===== config.mk =====
export PLATFORM = sky130hd
export DESIGN_NAME = am_slot_scheduler
export DESIGN_NICKNAME = d
export VERILOG_FILES = /design/src/rtl/am_slot_scheduler.sv
export SDC_FILE = /design/constraint.sdc
export NUM_CORES = 1
export LEC_CHECK = 0
export CORE_MARGIN = 4
export CORE_UTILIZATION = 52
export CTS_CLUSTER_DIAMETER = 120
export DETAILED_ROUTE_END_ITERATION = 16
export PLACE_DENSITY_LB_ADDON = 0.3
export SLEW_MARGIN = 30
export SYNTH_ARGS = -nofsm -noshare
export SYNTH_HDL_FRONTEND = slang
export SYNTH_SLANG_ARGS = --single-unit

===== constraint.sdc =====
create_clock -name clk -period 2.5 [get_ports clk]
set_input_delay 0.5 -clock clk [delete_from_list [all_inputs] [get_ports clk]]
set_output_delay 0.5 -clock clk [all_outputs]
set_load 0.05 [all_outputs]

===== src/rtl/am_slot_scheduler.sv =====
// rtl/am_slot_scheduler.sv - AM/data slot sequencer for the per-flow 257-bit block stream
module am_slot_scheduler #(
   parameter int AM_PERIOD_BLOCKS = 1024,
   parameter int AM_BLOCKS        = 40,
   parameter int FRAME_CNT_W      = 16
) (
   input  logic                         clk,
   input  logic                         rst,
   input  logic                         i_enable,
   input  logic                         i_ready,
   input  logic                         i_src_valid,
   output logic                         o_src_pop,
   output logic                         o_slot_valid,
   output logic                         o_slot_is_am,
   output logic [$clog2(AM_BLOCKS):0]   o_am_idx,
   output logic                         o_frame_start,
   output logic                         o_underflow,
   output logic [FRAME_CNT_W-1:0]       o_frame_cnt,
   output logic [1:0]                   o_state
);

   localparam int MAX_BLK = (AM_BLOCKS > AM_PERIOD_BLOCKS) ? AM_BLOCKS : AM_PERIOD_BLOCKS;
   localparam int CNT_W   = $clog2(MAX_BLK) + 1;
   localparam int IDX_W   = $clog2(AM_BLOCKS) + 1;

   localparam logic [CNT_W-1:0] LAST_AM   = CNT_W'(AM_BLOCKS - 1);
   localparam logic [CNT_W-1:0] LAST_DATA = CNT_W'(AM_PERIOD_BLOCKS - 1);

   typedef enum logic [1:0] {
      S_IDLE = 2'd0,
      S_AM   = 2'd1,
      S_DATA = 2'd2
   } state_t;

   state_t                 state_q, state_d;
   logic [CNT_W-1:0]       cnt_q, cnt_d;
   logic [FRAME_CNT_W-1:0] frame_cnt_q, frame_cnt_d;
   logic                   underflow_q, underflow_d;
   logic                   slot_valid_q, slot_valid_d;
   logic                   slot_is_am_q, slot_is_am_d;
   logic [IDX_W-1:0]       am_idx_q, am_idx_d;
   logic                   frame_start_q, frame_start_d;
   logic                   adv;

   // Next-state logic: slot advance, counter/frame sequencing and the slot descriptor for next cycle
   always_comb begin
      state_d     = state_q;
      cnt_d       = cnt_q;
      frame_cnt_d = frame_cnt_q;
      underflow_d = underflow_q;
      adv         = 1'b0;
      case (state_q)
         S_IDLE: begin
            if (i_enable) begin
               state_d = S_AM;
               cnt_d   = '0;
            end
         end
         S_AM: begin
            // An AM group always runs to completion; i_enable is not looked at here
            adv = i_ready;
            if (adv) begin
               if (cnt_q == LAST_AM) begin
                  state_d = S_DATA;
                  cnt_d   = '0;
               end else begin
                  cnt_d = cnt_q + 1'b1;
               end
            end
         end
         S_DATA: begin
            adv = i_ready & i_src_valid;
            // Downstream wanted a data block but the source had none: no filler, just flag it
            if (i_ready & ~i_src_valid) begin
               underflow_d = 1'b1;
            end
            if (adv) begin
               if (cnt_q == LAST_DATA) begin
                  frame_cnt_d = frame_cnt_q + 1'b1;
                  cnt_d       = '0;
                  state_d     = i_enable ? S_AM : S_IDLE;
               end else begin
                  cnt_d = cnt_q + 1'b1;
               end
            end
         end
         default: begin
            state_d = S_IDLE;
            cnt_d   = '0;
         end
      endcase

      slot_valid_d  = adv;
      slot_is_am_d  = adv & (state_q == S_AM);
      am_idx_d      = slot_is_am_d ? IDX_W'(cnt_q) : '0;
      frame_start_d = slot_is_am_d & (cnt_q == '0);
   end

   // State, counters and registered slot outputs; reset aborts any partial frame
   always_ff @(posedge clk) begin
      if (rst) begin
         state_q       <= S_IDLE;
         cnt_q         <= '0;
         frame_cnt_q   <= '0;
         underflow_q   <= 1'b0;
         slot_valid_q  <= 1'b0;
         slot_is_am_q  <= 1'b0;
         am_idx_q      <= '0;
         frame_start_q <= 1'b0;
      end else begin
         state_q       <= state_d;
         cnt_q         <= cnt_d;
         frame_cnt_q   <= frame_cnt_d;
         underflow_q   <= underflow_d;
         slot_valid_q  <= slot_valid_d;
         slot_is_am_q  <= slot_is_am_d;
         am_idx_q      <= am_idx_d;
         frame_start_q <= frame_start_d;
      end
   end

   // Pop is combinational so the source sees it in the same cycle the block is taken
   assign o_src_pop     = (state_q == S_DATA) & i_ready & i_src_valid & ~rst;
   assign o_slot_valid  = slot_valid_q;
   assign o_slot_is_am  = slot_is_am_q;
   assign o_am_idx      = am_idx_q;
   assign o_frame_start = frame_start_q;
   assign o_underflow   = underflow_q;
   assign o_frame_cnt   = frame_cnt_q;
   assign o_state       = state_q;

endmodule


# ---- Word level (Yosys, flattened, before mapping)
# Index checks and enable logic that the tools add are counted.
dict set report op_classes {
  addsub 2
  n_eq_ne 9
  n_mux 14
  n_bitwise 10
  reduce_logical 7
}
# operator count
set ops {}
lappend ops {{2-to-1 mux 11 bit} 5}
lappend ops {{one-hot mux 11 bit (3 select lines)} 1}
lappend ops {{adder 16 x 1 -> 16 bit, second input constant} 1}
lappend ops {{adder 11 x 1 -> 11 bit, second input constant} 1}
lappend ops {{equality test 11 x 10 -> 1 bit, second input constant} 1}
lappend ops {{equality test 11 x 6 -> 1 bit, second input constant} 1}
lappend ops {{logical NOT 11 bit} 1}
lappend ops {{2-to-1 mux 2 bit} 5}
lappend ops {{!= test 2 bit, second input constant} 5}
lappend ops {{AND 1 bit} 7}
lappend ops {{one-hot mux 2 bit (3 select lines)} 1}
lappend ops {{AND reduction 3 bit} 2}
lappend ops {{AND reduction 5 bit} 1}
lappend ops {{inverter 1 bit} 3}
lappend ops {{equality test 2 x 1 -> 1 bit, second input constant} 1}
lappend ops {{equality test 2 bit, second input constant} 1}
lappend ops {{logical NOT 2 bit} 1}
lappend ops {{one-hot mux 1 bit (2 select lines)} 1}
lappend ops {{AND reduction 2 bit} 1}
lappend ops {{OR reduction 2 bit} 1}
lappend ops {{2-to-1 mux 1 bit} 1}
dict set report word_totals {
  regBits 40
  in_bits 5
  wordCells 50
}

# ---- Longest topological paths before layout
# Gate-level depths: netlist (run 1).
dict set report logic_depth {
  word_depth 5
  ltp_mapped 9
}

# ---- Worst setup path before layout (run 1)
# No wires, ideal clock.
dict set report synth_path {
  kind {flip-flop to flip-flop}
  from {reg state_q[1], in the netlist o_state[1]}
  to {reg frame_cnt_q[15], in the netlist o_frame_cnt[15]}
  setup_time_ns 0.070
  t_arrival_ns 2.450
  required_ns 2.430
  path_slack_ns -0.021
  stages_incl_launch_ff 8
  path_buffers 1
  synth_period_minus_slack_ns 2.521
  cell_sequence {dfxtp_1 > ha_1 > clkbuf_2 > nand3_4 > nor4_4 > nand4_2 > or4_1 > a21oi_1}
}
dict set report synth_between {
  elab_chain_len 2
}
# item line
set synth_lines {}
lappend synth_lines {{start, declared} 35} ;# state_t state_q, state_d;
lappend synth_lines {{start signal, assigned} 111} ;# state_q <= state_d;
lappend synth_lines {{equality test 2 bit} 52} ;# case (state_q)
lappend synth_lines {{AND reduction 3 bit (no source line)} n/a}
lappend synth_lines {{end signal, assigned} 113} ;# frame_cnt_q <= frame_cnt_d;
lappend synth_lines {{end, declared} 37} ;# logic [FRAME_CNT_W-1:0] frame_cnt_q, frame_cnt_d;
# No other way between the ends.
# A chain may end at the register's enable or synchronous reset.

# ---- Worst setup path in the final report (run 1)
dict set report layout_path {
  from {reg state_q[0], in the netlist o_state[0]}
  to {reg frame_cnt_q[15], in the netlist o_frame_cnt[15]}
}
# The elaborated chain is that of the path after synthesis.

==> results of run 1 <==
-- power breakdown --
part           total, W  internal (W)  switching [W]  leakage, nW
logic          0.000419      0.000152       0.000267        0.478
registers      0.000677      0.000657      0.0000195        0.323
clock network  0.000505      0.000296       0.000209       0.0552
-- cell type report --
type	instances	share of cell area, %
Tap cell	46	2.36
Sequential cell	40	32.9
Timing Repair Buffer	39	15.9
Inverter	12	1.85
Clock inverter	2	1.44
Clock buffer	6	2.97
Multi-Input combinational cell	161	42.6
-- final timing paths --
path	cells past startpoint	start	end	slack (ps)
setup / recovery	7	o_state[0]	o_frame_cnt[15]	240
hold reg to reg	2	cnt_q[10]	cnt_q[10]	500
setup reg to reg	7	o_state[0]	o_frame_cnt[15]	240
hold / removal	2	cnt_q[10]	cnt_q[10]	500
-- layout by cell type (no fill, tap or decap), drive strengths merged --
master,netlist,routed
dfxtp,40,40
clkdlybuf4s50,0,33
nor2,20,20
nand2,19,19
nand3,19,19
a21oi,16,16
inv,12,12
and2,10,10
nand4,9,9
or3,8,8
o21ai,7,7
xor2,7,7
ha,7,7
clkbuf,4,6
buf,5,6
o311ai,5,5
nand2b,4,4
and3,3,3
nor3,3,3
and4,3,3
o31ai,3,3
or4,2,2
mux2i,2,2
o211ai,2,2
nor4,2,2
a211oi,2,2
nand4b,1,1
nor2b,1,1
o21ba,1,1
a31oi,1,1
xnor2,1,1
a211o,1,1
or2,1,1
mux2,1,1
bufinv,0,1
clkinv,0,1
-- sequential cells by signal, summed over array words and instances, names as in the netlist --
register	cells
cnt_q	11
o_am_idx	7
o_frame_cnt	16
o_frame_start	1
o_slot_is_am	1
o_slot_valid	1
o_state	2
o_underflow	1
-- kinds of logic after synthesis --
group | count (synthesis) | synth area share [%]
and+or+nand+nor | 105 | 31.1
DFF | 40 | 41.7
AOI/OAI and AO/OA | 38 | 12.9
buffers and inverters | 21 | 4.44
xor gates and xnor gates | 8 | 3.65
adders and majority gates | 7 | 4.57
muxes | 3 | 1.63
-- through the flow --
| stage | total power (W) | cells |
|---|---|---|
| floorplan | 0.000975 | 222 |
| global placement | 0.00109 | 298 |
| detailed placement | 0.00109 | 298 |
| CTS | 0.00160 | 306 |
| global route | 0.00169 | 306 |
| finish | 0.00160 | 306 |
-- worst min-delay path, cell delays in order, from the launching register on --
cell and delay, ps:
sky130_fd_sc_hd__dfxtp_1 340, sky130_fd_sc_hd__nand2_1 60, sky130_fd_sc_hd__nand3_1 50
-- layer usage --
layer / part of all wire (%) / global-route usage (%) / wire [um]
met1: 48 / 24.4 / 1900
met2: 46 / 28.0 / 1830
met3: 6.0 / 5.67 / 238
met4: 0.60 / 5.11 / 24
met5: 0 / 0 / 0
==> results.sh, run 1 <==
export IMPL_ys_dominant_reg_cell="sky130_fd_sc_hd__dfxtp_1"
export IMPL_path_max_fanout=12
export IMPL_place_congestion=0.857
export IMPL_timing_critical_path_max_delay_family="simple AND/OR/NAND/NOR gates"
export IMPL_fin_nets=271
export IMPL_crit_type="reg2reg"
export IMPL_yosys_cell_types_count=44
export IMPL_synth_warning_count=0
export IMPL_die_h_um=68.7
export IMPL_vdd_drop_max_uv=634
export IMPL_area_growth_synth_to_final_pct=27.2
export IMPL_finalInstanceArea_sq_um=2440
export IMPL_holdCritPathClass="reg2reg"
export IMPL_post_synth_instance_area_sq_um=1920
export IMPL_crit_path_cell_trace="inv_1 > ha_1 > nand3_4 > nor4_4 > nand4_2 > or4_1 > a21oi_1"
export IMPL_setup_ws_ps=240
export IMPL_mappedNetlistNets=234
export IMPL_postCtsHoldBufs=0
export IMPL_drt_first_pass_iters=4
export IMPL_synth_commonest_cells="40 x sky130_fd_sc_hd__dfxtp_1, 20 x sky130_fd_sc_hd__nor2_1, 19 x sky130_fd_sc_hd__nand2_1"
export IMPL_seqCellArea_sq_um=802
export IMPL_routed_via_count=1677
export IMPL_async_flop_share_pct=0
export IMPL_final_antenna_net_count=0
export IMPL_seq_total_area_yosys_pct=41.7
export IMPL_static_leak_nw=0.856
export IMPL_cell_with_the_biggest_individual_delay_on_the_critical_path="sky130_fd_sc_hd__or4_1"
export IMPL_post_cts_resize_count=0
export IMPL_clk_insertion_delay_late_ps=290
export IMPL_n_antenna_cell=0
export IMPL_max_slew_worst_pin_slew_ps=561
export IMPL_yosys_register_bits=40
export IMPL_number_of_antenna_violations_at_the_first_check_in_global_routing=0
export IMPL_yosys_area_top_type="sky130_fd_sc_hd__dfxtp_1"
export IMPL_grt_setup_unrepaired="no"
export IMPL_status="completed"
export IMPL_depth_of_the_cts_h_tree=2
export IMPL_worst_setup_path_end_kind="register"
export IMPL_slew_violations=0
export IMPL_clock_sink_count=40
export IMPL_num_rows=21
export IMPL_grt_first_pass_wirelength_um=6440
export IMPL_ratio_of_cells_with_drive_above_1_in_the_final_layout_pct=10.0
export IMPL_design_die_area_sq_um=4720
export IMPL_instance_count_of_the_mapped_netlist=222
export IMPL_number_of_clock_buffers_inserted_by_tritoncts=5
export IMPL_top_level_ports=35
export IMPL_globalRouteTotalUtil_pct=18.2
export IMPL_grt_pass1_vias=1413
export IMPL_starting_density_pct=55.7
export IMPL_clock_tree_buffer_depth=2
export IMPL_whs_ps=495
export IMPL_post_route_period_util_pct=90.4
export IMPL_fin_util_pct=70.9
export IMPL_power_density_nw_per_um2=656
export IMPL_crit_required_ps=2710
export IMPL_floorplan_core_area_sq_um=3440
export IMPL_placement_setup_worst_slack_ps=-21.9
export IMPL_dr_first_iter_drc_count=117
export IMPL_yosys_cell_count_top_type="sky130_fd_sc_hd__dfxtp_1"
export IMPL_post_detailed_placement_half_perimeter_wirelength_um=2960
export IMPL_synth_enable_flop_cells=0
export IMPL_max_stage_delay_ps=530
export IMPL_worst_endpoint_arrival_ps=2470
export IMPL_grt_max_degree=16
export IMPL_achievable_frequency_mhz=442
export IMPL_wire_length_per_cell_after_detailed_routing_um=13.0
export IMPL_cell_area_reported_after_detailed_placement_sq_um=2320
export IMPL_clock_tree_root_cell="sky130_fd_sc_hd__clkbuf_8"
export IMPL_globalRoute_totalOverflow=0
export IMPL_mean_instance_size_in_the_synthesized_netlist_sq_um=8.64
export IMPL_hold_viol=0
export IMPL_worst_slew_margin_relative_to_its_limit_pct=62.3
export IMPL_yosys_area_top_type_share_pct=41.7
export IMPL_cp_buffers_inverters=1
export IMPL_multiInputGateArea_sq_um=1040
export IMPL_routed_wirelength_um=3990
export IMPL_drcViolationCount=0
export IMPL_finalSetupViolCount=0
export IMPL_post_cts_setup_buffers=0
export IMPL_max_cap_check_violation_count=0
export IMPL_avgViaCountPerCell=5.48
export IMPL_finalClockSkew_ps=8.32
export IMPL_synth_area_top_cells="sky130_fd_sc_hd__dfxtp_1 42%, sky130_fd_sc_hd__nand3_1 4.7%, sky130_fd_sc_hd__ha_1 4.6%"
export IMPL_startpoint_type="register"
export IMPL_fin_crit_ps=2260
export IMPL_clkSlewWorstSetupHoldPaths_ps=70
export IMPL_cts_tree="done"
export IMPL_fill_cells=270
export IMPL_finalSetupTns_ps=0
export IMPL_portBuffers=34
export IMPL_die_w_um=68.7
(Power assumes the default switching activity.)
==> inputs of run 2 (changes only) <==
--- a/config.mk
+++ b/config.mk
@@ -10,6 +10,7 @@
 export CTS_CLUSTER_DIAMETER = 120
 export DETAILED_ROUTE_END_ITERATION = 16
 export PLACE_DENSITY_LB_ADDON = 0.3
+export RECOVER_POWER = 25
 export SLEW_MARGIN = 30
 export SYNTH_ARGS = -nofsm -noshare
 export SYNTH_HDL_FRONTEND = slang
==> run 2 against run 1 <==
Setup slack is essentially flat. Clock power is essentially flat. Hold slack gained 4.0 ps. Global-route usage is the same. Wire length grew 0.35%. Critical path depth is the same. Cell area shrank 0.15%. First-iteration DRC count grew 12%. Die area is the same. Via count is essentially flat. Core utilization shrank 0.11 points. Combinational power is essentially flat. Highest routed layer unchanged.
==> results.sh, run 2 (synthesized netlist as in run 1, its figures left out) <==
export IMPL_vdd_drop_max_uv=634
export IMPL_layout_cells_most_common="sky130_fd_sc_hd__dfxtp_1"
export IMPL_stdcell_count=306
export IMPL_grt_max_degree=16
export IMPL_worst_slew_margin_relative_to_its_limit_pct=62.2
export IMPL_die_w_um=68.7
export IMPL_achievable_frequency_mhz=442
export IMPL_finalSetupViolCount=0
export IMPL_largest_register_ffs=16
export IMPL_p_int_w=0.00110
export IMPL_post_detailed_placement_half_perimeter_wirelength_um=2960
export IMPL_post_cts_resize_count=0
export IMPL_clock_sink_count=40
export IMPL_drt_first_pass_iters=4
export IMPL_n_antenna_cell=0
export IMPL_fin_nets=271
export IMPL_clk_insertion_delay_late_ps=290
export IMPL_path_max_fanout=12
export IMPL_status="completed"
export IMPL_worst_endpoint_arrival_ps=2470
export IMPL_slew_violations=0
export IMPL_avgViaCountPerCell=5.48
export IMPL_finalInstanceArea_sq_um=2440
export IMPL_power_switching_w=0.000494
export IMPL_post_route_period_util_pct=90.4
export IMPL_fill_cells=272
export IMPL_design_die_area_sq_um=4720
export IMPL_die_h_um=68.7
export IMPL_cell_area_reported_after_detailed_placement_sq_um=2320
export IMPL_num_rows=21
export IMPL_power_density_nw_per_um2=656
export IMPL_top_level_ports=35
export IMPL_grt_setup_unrepaired="no"
export IMPL_combinationalPowerShare_pct=26.1
export IMPL_area_growth_synth_to_final_pct=27.0
export IMPL_clkSlewWorstSetupHoldPaths_ps=70
export IMPL_routed_wirelength_um=4010
export IMPL_grt_first_pass_wirelength_um=6440
export IMPL_wire_length_per_cell_after_detailed_routing_um=13.1
export IMPL_starting_density_pct=55.7
export IMPL_max_cap_check_violation_count=0
export IMPL_holdCritPathClass="reg2reg"
export IMPL_post_cts_setup_buffers=0
export IMPL_setup_ws_ps=240
export IMPL_power_share_switching_pct=30.9
export IMPL_postCtsHoldBufs=0
export IMPL_whs_ps=499
export IMPL_clock_tree_buffer_depth=2
export IMPL_hold_viol=0
export IMPL_globalRouteTotalUtil_pct=18.2
export IMPL_startpoint_type="register"
export IMPL_final_antenna_net_count=0
export IMPL_crit_required_ps=2710
export IMPL_depth_of_the_cts_h_tree=2
export IMPL_grt_pass1_vias=1413
export IMPL_max_slew_worst_pin_slew_ps=563
export IMPL_portBuffers=34
export IMPL_cts_tree="done"
export IMPL_globalRoute_totalOverflow=0
export IMPL_number_of_antenna_violations_at_the_first_check_in_global_routing=0
export IMPL_finalSetupTns_ps=0
export IMPL_fin_crit_ps=2260
export IMPL_worst_setup_path_end_kind="register"
export IMPL_numPlacedInstances=298
export IMPL_placement_setup_worst_slack_ps=-21.9
export IMPL_routed_via_count=1676
export IMPL_number_of_clock_buffers_inserted_by_tritoncts=5
export IMPL_finalClockSkew_ps=7.72
export IMPL_crit_type="reg2reg"
export IMPL_place_congestion=0.857
export IMPL_ratio_of_cells_with_drive_above_1_in_the_final_layout_pct=9.62
export IMPL_clock_power_share_pct=31.6
export IMPL_clock_tree_root_cell="sky130_fd_sc_hd__clkbuf_8"
export IMPL_floorplan_core_area_sq_um=3440
export IMPL_seq_power_share_pct=42.3
export IMPL_dr_first_iter_drc_count=131
export IMPL_mostFrequentLayoutCells="39 x sky130_fd_sc_hd__dfxtp_1, 27 x sky130_fd_sc_hd__clkdlybuf4s50_1, 20 x sky130_fd_sc_hd__nor2_1"
export IMPL_drcViolationCount=0
export IMPL_static_leak_nw=0.868
## run 2: cell count changes in the layout (fill, tap and decap cells not counted), sizes merged
cell / change
buf: -1
dlygate4sd3: +6
clkbuf: +1
clkdlybuf4s50: -6
## run 2: per-layer routing
layer	wire length, um	vias to the layer above	track usage (%)	share of wire (%)
li1	-	853	-	-
met4	24	0	5.11	0.60
met2	1840	45	28.0	46
met3	249	2	5.67	6.2
met5	0	-	0	0
met1	1890	776	24.4	47
## run 2: area by class of cell
cell class / instances / area [sq um] / share of cell area [%]
Multi-Input combinational cell: 161 / 1040 / 42.7
Clock inverter: 2 / 35.0 / 1.44
Inverter: 12 / 45.0 / 1.85
Timing Repair Buffer: 39 / 384 / 15.8
Tap cell: 46 / 57.6 / 2.36
Clock buffer: 6 / 72.6 / 2.98
Sequential cell: 40 / 802 / 32.9
## run 2: power by group through the flow
stage / Combinational (W) / Sequential [W] / Clock [W]
final: 0.000416 / 0.000677 / 0.000505
after global routing: 0.000459 / 0.000679 / 0.000546
after CTS: 0.000405 / 0.000677 / 0.000520
after detailed placement: 0.000401 / 0.000691 / 0
after global placement: 0.000399 / 0.000692 / 0
after floorplan: 0.000229 / 0.000746 / 0
## run 2: worst max-delay path, stage by stage, from the launching register on
cell                      delay (ps)
sky130_fd_sc_hd__dfxtp_1         340
sky130_fd_sc_hd__inv_1           100
sky130_fd_sc_hd__ha_1            360
sky130_fd_sc_hd__nand3_4         130
sky130_fd_sc_hd__nor4_4          320
sky130_fd_sc_hd__nand4_2         270
sky130_fd_sc_hd__or4_1           530
sky130_fd_sc_hd__a21oi_1         150
## run 2: final timing paths
kind	endpoint	slack, ps	from	depth (start not counted)
setup / recovery	o_frame_cnt[15]	240	o_state[0]	7
hold / removal	cnt_q[10]	500	cnt_q[10]	2
setup reg to reg	o_frame_cnt[15]	240	o_state[0]	7
hold reg to reg	cnt_q[10]	500	cnt_q[10]	2
## run 2: per-stage QoR
step	total power [W]	util [%]
after floorplan	0.000975	-
after global placement	0.00109	67.5
after detailed placement	0.00109	67.5
after CTS	0.00160	70.7
after global routing	0.00168	70.8
final	0.00160	70.8
